==> src/rtl/rx_store_copy_pkg.sv <==
// Shared types and default widths for the RX payload store copy engine.
package rx_store_copy_pkg;

  localparam int unsigned DefDataW    = 512;
  localparam int unsigned DefTmpAddrW = 8;
  localparam int unsigned DefDstAddrW = 32;
  localparam int unsigned DefLenW     = 16;
  localparam int unsigned DefBytes    = DefDataW / 8;
  localparam int unsigned BYTES_W     = $clog2(DefBytes);

  typedef enum logic [1:0] {
    StIdle,
    StCopy,
    StDone
  } state_e;

  typedef struct packed {
    logic [DefTmpAddrW-1:0] tmp_addr;
    logic [DefDstAddrW-1:0] dst_addr;
    logic [DefLenW-1:0]     len;
  } store_cmd_t;

endpackage

==> src/rtl/rx_store_copy_engine_mask_gen.sv <==
// Byte-enable generator: full mask except a partial final line of rem bytes.
module rx_store_copy_mask_gen
  import rx_store_copy_pkg::*;
#(
  parameter int unsigned BYTES = DefBytes,
  parameter int unsigned BW    = $clog2(BYTES)
) (
  input  logic [BW-1:0]    rem,
  input  logic             last,
  output logic [BYTES-1:0] wr_mask
);

  logic partial;

  always_comb begin
    partial = last && (rem != '0);
    wr_mask = '0;
    for (int i = 0; i < BYTES; i++) begin
      wr_mask[i] = !partial || (i < int'(rem));
    end
  end

endmodule

==> src/rtl/rx_store_copy_engine.sv <==
// RX payload store stage: reads temp buffer lines and forwards them as masked payload writes.
// Optional RX_STORE_COPY_STATS_EN adds stat_lines / stat_stall counters.
module rx_store_copy_engine
  import rx_store_copy_pkg::*;
#(
  parameter int unsigned DATA_W     = DefDataW,
  parameter int unsigned TMP_ADDR_W = DefTmpAddrW,
  parameter int unsigned DST_ADDR_W = DefDstAddrW,
  parameter int unsigned LEN_W      = DefLenW,
  parameter int unsigned MAX_OUT    = 2
) (
  input  logic                  clk,
  input  logic                  rst,
  input  logic                  cmd_val,
  input  logic [TMP_ADDR_W-1:0] cmd_tmp_addr,
  input  logic [DST_ADDR_W-1:0] cmd_dst_addr,
  input  logic [LEN_W-1:0]      cmd_len,
  output logic                  cmd_rdy,
  output logic                  store_buf_tmp_buf_store_rx_rd_req_val,
  output logic [TMP_ADDR_W-1:0] store_buf_tmp_buf_store_rx_rd_req_addr,
  input  logic                  tmp_buf_store_store_buf_rx_rd_req_rdy,
  input  logic                  tmp_buf_store_store_buf_rx_rd_resp_val,
  input  logic [DATA_W-1:0]     tmp_buf_store_store_buf_rx_rd_resp_data,
  output logic                  store_buf_tmp_buf_store_rx_rd_resp_rdy,
  output logic                  wr_val,
  output logic [DST_ADDR_W-1:0] wr_addr,
  output logic [DATA_W-1:0]     wr_data,
  output logic [DATA_W/8-1:0]   wr_mask,
  input  logic                  wr_rdy,
  output logic                  done_val,
  input  logic                  done_rdy
`ifdef RX_STORE_COPY_STATS_EN
  ,
  output logic [31:0]           stat_lines,
  output logic [31:0]           stat_stall
`endif
);

  localparam int unsigned BYTES = DATA_W / 8;
  localparam int unsigned BW    = $clog2(BYTES);
  localparam int unsigned LineW = LEN_W - BW + 1;

  state_e                state_q, state_d;
  logic [TMP_ADDR_W-1:0] tmp_q, tmp_d;
  logic [DST_ADDR_W-1:0] dst_q, dst_d;
  logic [LineW-1:0]      lines_q, lines_d;
  logic [BW-1:0]         rem_q, rem_d;
  logic [LineW-1:0]      req_cnt_q, req_cnt_d;
  logic [LineW-1:0]      resp_cnt_q, resp_cnt_d;

  logic [LEN_W:0]        len_round;
  logic [LineW-1:0]      lines_calc;
  logic [LineW-1:0]      outstanding;
  logic                  last_line;
  logic [BYTES-1:0]      mask_raw;

  // ceil(len / BYTES) without a divider
  assign len_round   = {1'b0, cmd_len} + (LEN_W+1)'(BYTES - 1);
  assign lines_calc  = len_round[LEN_W:BW];
  assign outstanding = req_cnt_q - resp_cnt_q;
  assign last_line   = (resp_cnt_q == lines_q - LineW'(1));

  assign store_buf_tmp_buf_store_rx_rd_req_addr = tmp_q + TMP_ADDR_W'(req_cnt_q);
  assign wr_addr = dst_q + (DST_ADDR_W'(resp_cnt_q) << BW);
  assign wr_data = tmp_buf_store_store_buf_rx_rd_resp_data;
  assign wr_mask = (state_q == StCopy) ? mask_raw : '0;

  rx_store_copy_mask_gen #(
    .BYTES (BYTES),
    .BW    (BW)
  ) u_mask_gen (
    .rem     (rem_q),
    .last    (last_line),
    .wr_mask (mask_raw)
  );

  always_comb begin
    state_d    = state_q;
    tmp_d      = tmp_q;
    dst_d      = dst_q;
    lines_d    = lines_q;
    rem_d      = rem_q;
    req_cnt_d  = req_cnt_q;
    resp_cnt_d = resp_cnt_q;
    cmd_rdy    = 1'b0;
    done_val   = 1'b0;
    wr_val     = 1'b0;
    store_buf_tmp_buf_store_rx_rd_req_val  = 1'b0;
    store_buf_tmp_buf_store_rx_rd_resp_rdy = 1'b0;
    unique case (state_q)
      StIdle: begin
        cmd_rdy = !rst;
        if (cmd_val && cmd_rdy) begin
          tmp_d      = cmd_tmp_addr;
          dst_d      = cmd_dst_addr;
          lines_d    = lines_calc;
          rem_d      = cmd_len[BW-1:0];
          req_cnt_d  = '0;
          resp_cnt_d = '0;
          state_d    = (lines_calc != '0) ? StCopy : StDone;
        end
      end
      StCopy: begin
        store_buf_tmp_buf_store_rx_rd_req_val =
            (req_cnt_q < lines_q) && (outstanding < LineW'(MAX_OUT));
        store_buf_tmp_buf_store_rx_rd_resp_rdy = wr_rdy;
        wr_val = tmp_buf_store_store_buf_rx_rd_resp_val;
        if (store_buf_tmp_buf_store_rx_rd_req_val && tmp_buf_store_store_buf_rx_rd_req_rdy) begin
          req_cnt_d = req_cnt_q + LineW'(1);
        end
        if (wr_val && wr_rdy) begin
          resp_cnt_d = resp_cnt_q + LineW'(1);
          if (last_line) state_d = StDone;
        end
      end
      StDone: begin
        done_val = 1'b1;
        if (done_rdy) state_d = StIdle;
      end
      default: state_d = StIdle;
    endcase
  end

  always_ff @(posedge clk) begin
    if (rst) begin
      state_q    <= StIdle;
      tmp_q      <= '0;
      dst_q      <= '0;
      lines_q    <= '0;
      rem_q      <= '0;
      req_cnt_q  <= '0;
      resp_cnt_q <= '0;
    end else begin
      state_q    <= state_d;
      tmp_q      <= tmp_d;
      dst_q      <= dst_d;
      lines_q    <= lines_d;
      rem_q      <= rem_d;
      req_cnt_q  <= req_cnt_d;
      resp_cnt_q <= resp_cnt_d;
    end
  end

`ifdef RX_STORE_COPY_STATS_EN
  logic [31:0] stat_lines_q, stat_lines_d;
  logic [31:0] stat_stall_q, stat_stall_d;

  always_comb begin
    stat_lines_d = stat_lines_q;
    stat_stall_d = stat_stall_q;
    if (wr_val && wr_rdy) stat_lines_d = stat_lines_q + 32'd1;
    if (store_buf_tmp_buf_store_rx_rd_req_val && !tmp_buf_store_store_buf_rx_rd_req_rdy) begin
      stat_stall_d = stat_stall_q + 32'd1;
    end
  end

  always_ff @(posedge clk) begin
    if (rst) begin
      stat_lines_q <= '0;
      stat_stall_q <= '0;
    end else begin
      stat_lines_q <= stat_lines_d;
      stat_stall_q <= stat_stall_d;
    end
  end

  assign stat_lines = stat_lines_q;
  assign stat_stall = stat_stall_q;
`endif

endmodule

==> config.mk <==
export PLATFORM = sky130hd
export DESIGN_NAME = rx_store_copy_engine
export DESIGN_NICKNAME = d
export VERILOG_FILES = /design/src/rtl/rx_store_copy_pkg.sv /design/src/rtl/rx_store_copy_engine_mask_gen.sv /design/src/rtl/rx_store_copy_engine.sv
export SDC_FILE = /design/constraint.sdc
export NUM_CORES = 1
export LEC_CHECK = 0
export BUFFER_PORTS_ARGS = -buffer_cell sky130_fd_sc_hd__buf_2
export CAP_MARGIN = 0
export CELL_PAD_IN_SITES_DETAIL_PLACEMENT = 1
export CELL_PAD_IN_SITES_GLOBAL_PLACEMENT = 2
export CORE_AREA = 3 3 468 470
export DETAILED_ROUTE_END_ITERATION = 10
export DIE_AREA = 0 0 471 473
export HOLD_SLACK_MARGIN = 0.15
export PLACE_DENSITY = 0.3
export SLEW_MARGIN = 40
export SYNTH_ARGS = -nofsm -noshare
export SYNTH_HDL_FRONTEND = slang
export SYNTH_SLANG_ARGS = --single-unit
==> constraint.sdc <==
create_clock -name clk -period 9.16 [get_ports clk]
set_clock_uncertainty 0.05 [all_clocks]
set_input_delay 0.458 -clock clk [delete_from_list [all_inputs] [get_ports clk]]
set_output_delay 0.458 -clock clk [all_outputs]
set_load 0.02 [all_outputs]
Yosys cells after proc, flatten, opt, wreduce, memory -nomap -nowiden
Index checks and enable logic that the tools add are counted.

Logic and storage cells: 182. Register bits: 81. Input port bits: 575.

$lt $le $gt $ge: 65. Equality and inequality tests: 8. Reduce and logical (&&, ||, !) cells: 78. Mux-type cells: 17. Add/sub/neg operators: 7.

Operators with widths (number): < comparator 6 bit (first input constant) (31); < comparator 5 x 6 -> 1 bit (first input constant) (16); two-way mux 64 bit (1); logical OR 1 bit (63); < comparator 4 x 6 -> 1 bit (first input constant) (8); case mux 11 bit (2 select lines) (2); two-way mux 11 bit (3); adder 32 x 17 -> 32 bit (1); < comparator 3 x 6 -> 1 bit (first input constant) (4); adder 11 x 1 -> 11 bit (second input constant) (2); adder 16 x 6 -> 17 bit (second input constant) (1); < comparator 1 x 6 -> 1 bit (first input constant) (2); < comparator 2 x 6 -> 1 bit (first input constant) (2); == test 11 bit (1); < comparator 11 bit (1); < comparator 11 x 2 -> 1 bit (second input constant) (1); nonzero test 11 bit (1); subtractor 11 x 1 -> 11 bit (second input constant) (1); subtractor 11 bit (1); two-way mux 2 bit (5); adder 8 bit (1); != test 2 x 1 -> 1 bit (second input constant) (3); case mux 2 bit (3 select lines) (1); AND reduction 3 bit (2); other kinds (11) (21).

Depth between registers and ports, before layout
Word-level depth: 6. Depth in mapped cells: 12. Gate-level depth less buffers: 11.

Modules after synthesis
Synthesis repeated with hierarchy kept, for this count alone.

Cells, all modules: 1423. Area, all modules: 10511.3 sq um.

Modules (own cells, without submodules): rx_store_copy_engine (cells each 1274, area an instance 9725.6 sq um, times used 1); rx_store_copy_mask_gen (cells each 149, area an instance 785.8 sq um, times used 1).

Worst setup path after synthesis
Ideal clock, no wire load.

Kind: flip-flop to flip-flop. From: register resp_cnt_q[5]. To: register req_cnt_q[7]. Slack: 5.763 ns. Cell stages (with the launch flop): 13. Path buffers: 2. Required time: 9.041 ns. Arrival: 3.278 ns. Setup time: 0.069 ns. Path through: dfxtp_1 inv_1 ha_1 buf_2 a21oi_2 o21bai_1 a31o_1 or4_4 a2111oi_2 or4b_4 buf_6 a2111o_1 o21ai_1.

Word-level cells in the longest chain between the ends: 6.

RTL lines: start, declared (line rx_store_copy_engine.sv:49) `logic [LineW-1:0] resp_cnt_q, resp_cnt_d;`; start signal, assigned (line rx_store_copy_engine.sv:140) `resp_cnt_q <= resp_cnt_d;`; subtractor 11 bit (line rx_store_copy_engine.sv:60) `assign outstanding = req_cnt_q - resp_cnt_q;`; < comparator 11 x 2 -> 1 bit (line rx_store_copy_engine.sv:105) `(req_cnt_q < lines_q) && (outstanding < LineW'(MAX_OUT));`; logical AND 1 bit (line rx_store_copy_engine.sv:105); logical AND 1 bit (line rx_store_copy_engine.sv:108) `if (store_buf_tmp_buf_store_rx_rd_req_val && tmp_buf_store_store_buf_rx_rd_req_rdy) begin`; != test 2 x 1 -> 1 bit (no source line); AND reduction 3 bit (no source line); end signal, assigned (line rx_store_copy_engine.sv:139) `req_cnt_q <= req_cnt_d;`; end, declared (line rx_store_copy_engine.sv:48) `logic [LineW-1:0] req_cnt_q, req_cnt_d;`.

Every way passes these cells. A chain may end at the register's enable or synchronous reset.

Worst setup path in the final report
From: register lines_q[3]. To: output wr_mask[57].

Word-level cells in the longest chain between the ends: 6.

RTL lines: start, declared (line rx_store_copy_engine.sv:46) `logic [LineW-1:0] lines_q, lines_d;`; start signal, assigned (line rx_store_copy_engine.sv:137) `lines_q <= lines_d;`; subtractor 11 x 1 -> 11 bit (line rx_store_copy_engine.sv:61) `assign last_line = (resp_cnt_q == lines_q - LineW'(1));`; == test 11 bit (line rx_store_copy_engine.sv:61); logical AND 1 bit (line rx_store_copy_engine_mask_gen.sv:16) `partial = last && (rem != '0);`; logical NOT 1 bit (line rx_store_copy_engine_mask_gen.sv:19) `wr_mask[i] = !partial || (i < int'(rem));`; logical OR 1 bit (line rx_store_copy_engine_mask_gen.sv:19); two-way mux 64 bit (line rx_store_copy_engine.sv:66) `assign wr_mask = (state_q == StCopy) ? mask_raw : '0;`; end, declared (line rx_store_copy_engine.sv:28) `output logic [DATA_W/8-1:0] wr_mask,`.

Every way passes these cells.

==> summary by stage <==
Place
Detailed placement ended at an HPWL of ~68000 um. In this run the cell area measured after placement is roughly 0.010 mm^2. The number of port buffers is 171. At the end of routability-driven placement, the weighted congestion stood at ~0.69.

Clock tree
The clock transition time at the flip-flop clock pins of the worst setup and hold paths is approximately 0.080 ns. The CTS sink count is between 80 and 90. The clock insertion delay at the later pin of the skew report is approximately 0.43 ns. The clock tree synthesis step divided the H-tree into 3 levels. TritonCTS created 9 clock buffers.

TritonCTS built the clock tree. The maximum clock path buffer count is 2. The buffers inserted during post-CTS setup optimization is 0. The root buffer cell chosen for the clock tree is sky130_fd_sc_hd__clkbuf_16.

Final layout
The area of the multi-input gates is a little over 0.004 mm^2. The final standard cell area without fillers is approximately 0.011 mm^2. The area occupied by registers is 0.001622 mm^2.

Measured on the finished design, the core utilization comes to just over 5%. Counting the fill cells in the layout gives approximately 26k. The ratio of cells with drive above 1 in the final layout is ~22%. Compared with the post-synthesis result, the final layout area differs by 10.75%. After the last flow step, the layout net total stands at about 1.6k.

Synthesis
The most frequently used cell type in the post-synthesis netlist is sky130_fd_sc_hd__buf_4. During synthesis, Yosys emitted a total of 0 warnings. Synthesis produced between 1k and 1.5k cells. The complex-gate fraction of the synthesized area is 14.08%. Counting instances in the post-synthesis netlist gives the leading cell types as sky130_fd_sc_hd__buf_4 (518), sky130_fd_sc_hd__nand2_1 (141), sky130_fd_sc_hd__dfxtp_1 (81), sky130_fd_sc_hd__a21oi_1 (75), sky130_fd_sc_hd__o21ai_0 (74).

The multiplexer share of the synthesized area is less than 1%. The synthesized design spends more area on one cell type than any other, namely sky130_fd_sc_hd__buf_4. Yosys mapped the design onto 60 distinct sky130hd cell types. By area the synthesized netlist is led by sky130_fd_sc_hd__buf_4 (39%), sky130_fd_sc_hd__dfxtp_1 (16%), sky130_fd_sc_hd__nand2_1 (5.3%). The simple logic cell fraction of the synthesized area is 15.20%. In this run the cell area of the synthesized design comes to ~0.010 mm^2. After synthesis, the largest area contributor takes up between 30% and 40% of total cell area.

The number of enable-type register cells in the synthesized netlist is 0. The adder-cell share of the synthesized area is under 10%. The xor/xnor share of the synthesized area is between 5 and 6%. After synthesis, the largest family of logic cells by area is buffers and inverters. The average instance area after synthesis is roughly 7.4 um^2.

The main flop type after synthesis is sky130_fd_sc_hd__dfxtp_1. The share of the Yosys chip area taken by registers is between 10% and 20%. Counting flops and latches in the post-synthesis netlist gives 81. The net count of the mapped netlist is slightly below 2k. The fraction of registers with async set or reset after synthesis is 0%.

Setup path
The most critical setup path has its startpoint at lines_q[3]$_SDFFE_PP0P_. The arrival time at the worst endpoint is approximately 4.2 ns. The worst register-to-register path ends at req_cnt_q[4]$_SDFFE_PP0P_. In this run the worst path has a maximum fanout of 8. STA classifies the critical path startpoint as a flop. The standard cell with the maximum stage delay on the critical path is sky130_fd_sc_hd__o21ai_0. The number of cells on the worst reg-to-reg path is 10. The worst register-to-register path begins at resp_cnt_q[1]$_SDFFE_PP0P_. In this design, the stage delay of the slowest critical-path cell is slightly below 0.8 ns.

The endpoint of the worst setup timing path is wr_mask[57]. The worst setup path is of the flop to primary output kind. The signal on the critical path passes through nor4_1 -> nand2_1 -> o41ai_1 -> nand4_1 -> o21ai_0 -> buf_4 -> a21oi_1 -> buf_2. The worst reg-to-reg setup slack is between 4 and 5 ns. STA puts the critical path data required time at about 8.7 ns. STA classifies the critical path endpoint as a primary output.

Floorplan
The floorplan step set the die height to between 400 and 500 um. The site row count is 170. The area inside the core boundary is 0.2148 mm^2. The effective utilization at floorplan is between 4 and 5%.

The width of the die is 471 um. The full die area is about 0.22 mm^2. During I/O placement, the number of pins put on the boundary was 1196.

Detailed routing
The number of vias per cell after detailed routing is about 2.0. The number of detailed-routing iterations run before antenna repair is 5. For this block, the initial DRC count from the detailed router was 257.

The routed layout has between 7k and 8k vias. The remaining design rule violation count is 0. The average wire per cell in the routed design is about 20 um. The total wirelength of the detailed-routed design is 78940 um. The count of nets left with antenna violations after detail routing is 0.

Global route
The first-pass GRT wire length is about 100000 um. The initial antenna violation count is 22. The global-route usage over all layers is 6.884%. The pin count of the biggest net entering global routing is just under 50. The via count of the first global-routing pass was 8299. Global routing finished with a remaining overflow of 0.

Hold path
The worst hold path belongs to the class input pin to flop.

Pwr
In this run the static leakage power is 3.555 nW. The power per unit of standard cell area is just over 100 mW/mm^2. The worst supply voltage drop on vdd is around 0.00010 V.

Timing
The max-slew violation count is 0. The measured slew at the worst slew-check pin is 0.8732 ns. Setup violations remaining at the end of the flow were counted as 0. The summed negative setup slack over all endpoints is 0 ns. Setup repair after global routing left no endpoint under its margin.

The post-layout minimum cycle time is approximately 4.7 ns. The final-report hold violation count was 0. The worst slew margin relative to its limit is ~42%. The fraction of the cycle the final worst path needs is roughly half.

Hold timing on the final database bottoms out at a slack of ~0.22 ns. The maximum frequency from static timing analysis is ~0.21 GHz.

Status
The run finished with clean final reports.

Run
The max-capacitance violation count is 0.
-- where the power goes --
group | total (mW) | switching (mW) | internal [mW]
Combinational | 0.295 | 0.203 | 0.0919
Sequential | 0.392 | 0.0213 | 0.370
Clock | 0.432 | 0.235 | 0.196
-- worst max-delay path: cells and delay by family (launching register included) --
family	cells	cell delay (ns)
AO/OA/AOI/OAI	3	1.45
buffers and inverters	2	0.45
flip-flops	1	0.39
AND/OR/NAND/NOR	3	1.46
-- placed cells by master, fill, tap and decap left out, types with 34 or more instances in the layout --
cell type,instances
sky130_fd_sc_hd__a21oi_1,75
sky130_fd_sc_hd__buf_2,171
sky130_fd_sc_hd__dfxtp_1,81
sky130_fd_sc_hd__ha_1,40
sky130_fd_sc_hd__inv_1,50
sky130_fd_sc_hd__nand2_1,139
sky130_fd_sc_hd__nand3_1,37
sky130_fd_sc_hd__nor2_1,34
sky130_fd_sc_hd__o21ai_0,74
sky130_fd_sc_hd__xnor2_1,49
-- worst min path at each step --
stage	from	endpoint	slack, ns	cells past startpoint
floorplan	dst_q[0]$_SDFFE_PP0P_	dst_q[0]$_SDFFE_PP0P_	0.39	2
global placement	dst_q[4]$_SDFFE_PP0P_	dst_q[4]$_SDFFE_PP0P_	0.40	2
detailed placement	dst_q[3]$_SDFFE_PP0P_	dst_q[3]$_SDFFE_PP0P_	0.40	2
CTS	cmd_len[4]	rem_q[4]$_SDFFE_PP0P_	0.16	3
global route	cmd_len[5]	rem_q[5]$_SDFFE_PP0P_	0.20	3
finish	cmd_len[4]	rem_q[4]$_SDFFE_PP0P_	0.22	3
-- timing repair --
action,4_1_cts,5_1_grt
gates resized for setup,0,0
endpoints found under the hold margin,25,0
hold buffers,25,0
-- flip-flops by register name, summed over array words and instances (netlist names) --
signal,count
lines_q,11
state_q,2
dst_q,32
resp_cnt_q,11
rem_q,6
tmp_q,8
req_cnt_q,11
-- through the flow --
stage,total power [mW],setup slack (ns),cells
2_1_floorplan,0.8748,5.763,1354
3_3_place_gp,0.7059,4.141,3816
3_5_place_dp,0.7037,4.615,3817
4_1_cts,1.194,4.062,3858
5_1_grt,1.214,4.002,3860
6_report,1.118,4.460,3863
-- logic make-up (layout without fill, tap and decap cells) --
logic type / after synthesis / in the layout
flip-flops: 81 / 81
buffers and inverters: 617 / 283
AO/OA/AOI/OAI: 229 / 229
XOR/XNOR: 66 / 66
multiplexers: 1 / 1
AND/OR/NAND/NOR: 317 / 317
adder cells (fa/ha/maj): 43 / 43
other: 0 / 5
-- routing by layer --
metal,part of all wire [%],global-route usage (%),up-vias,wire [um]
met2,44,10.64,628,34620
li1,-,-,3310,-
met4,9.6,6.118,0,7563
met5,0,0.02163,-,0
met1,28,5.375,3383,22100
met3,19,5.836,347,14650
-- cell type report --
type                       instances  area share, %
multi-input combinational        656          37.20
timing repair buffer             215          11.40
tap                             2838          32.21
antenna                            5         0.1135
clock buffer                      10          2.168
sequential                        81          14.71
clock inverter                     6         0.4313
inverter                          52          1.771
(Power assumes the default switching activity.)
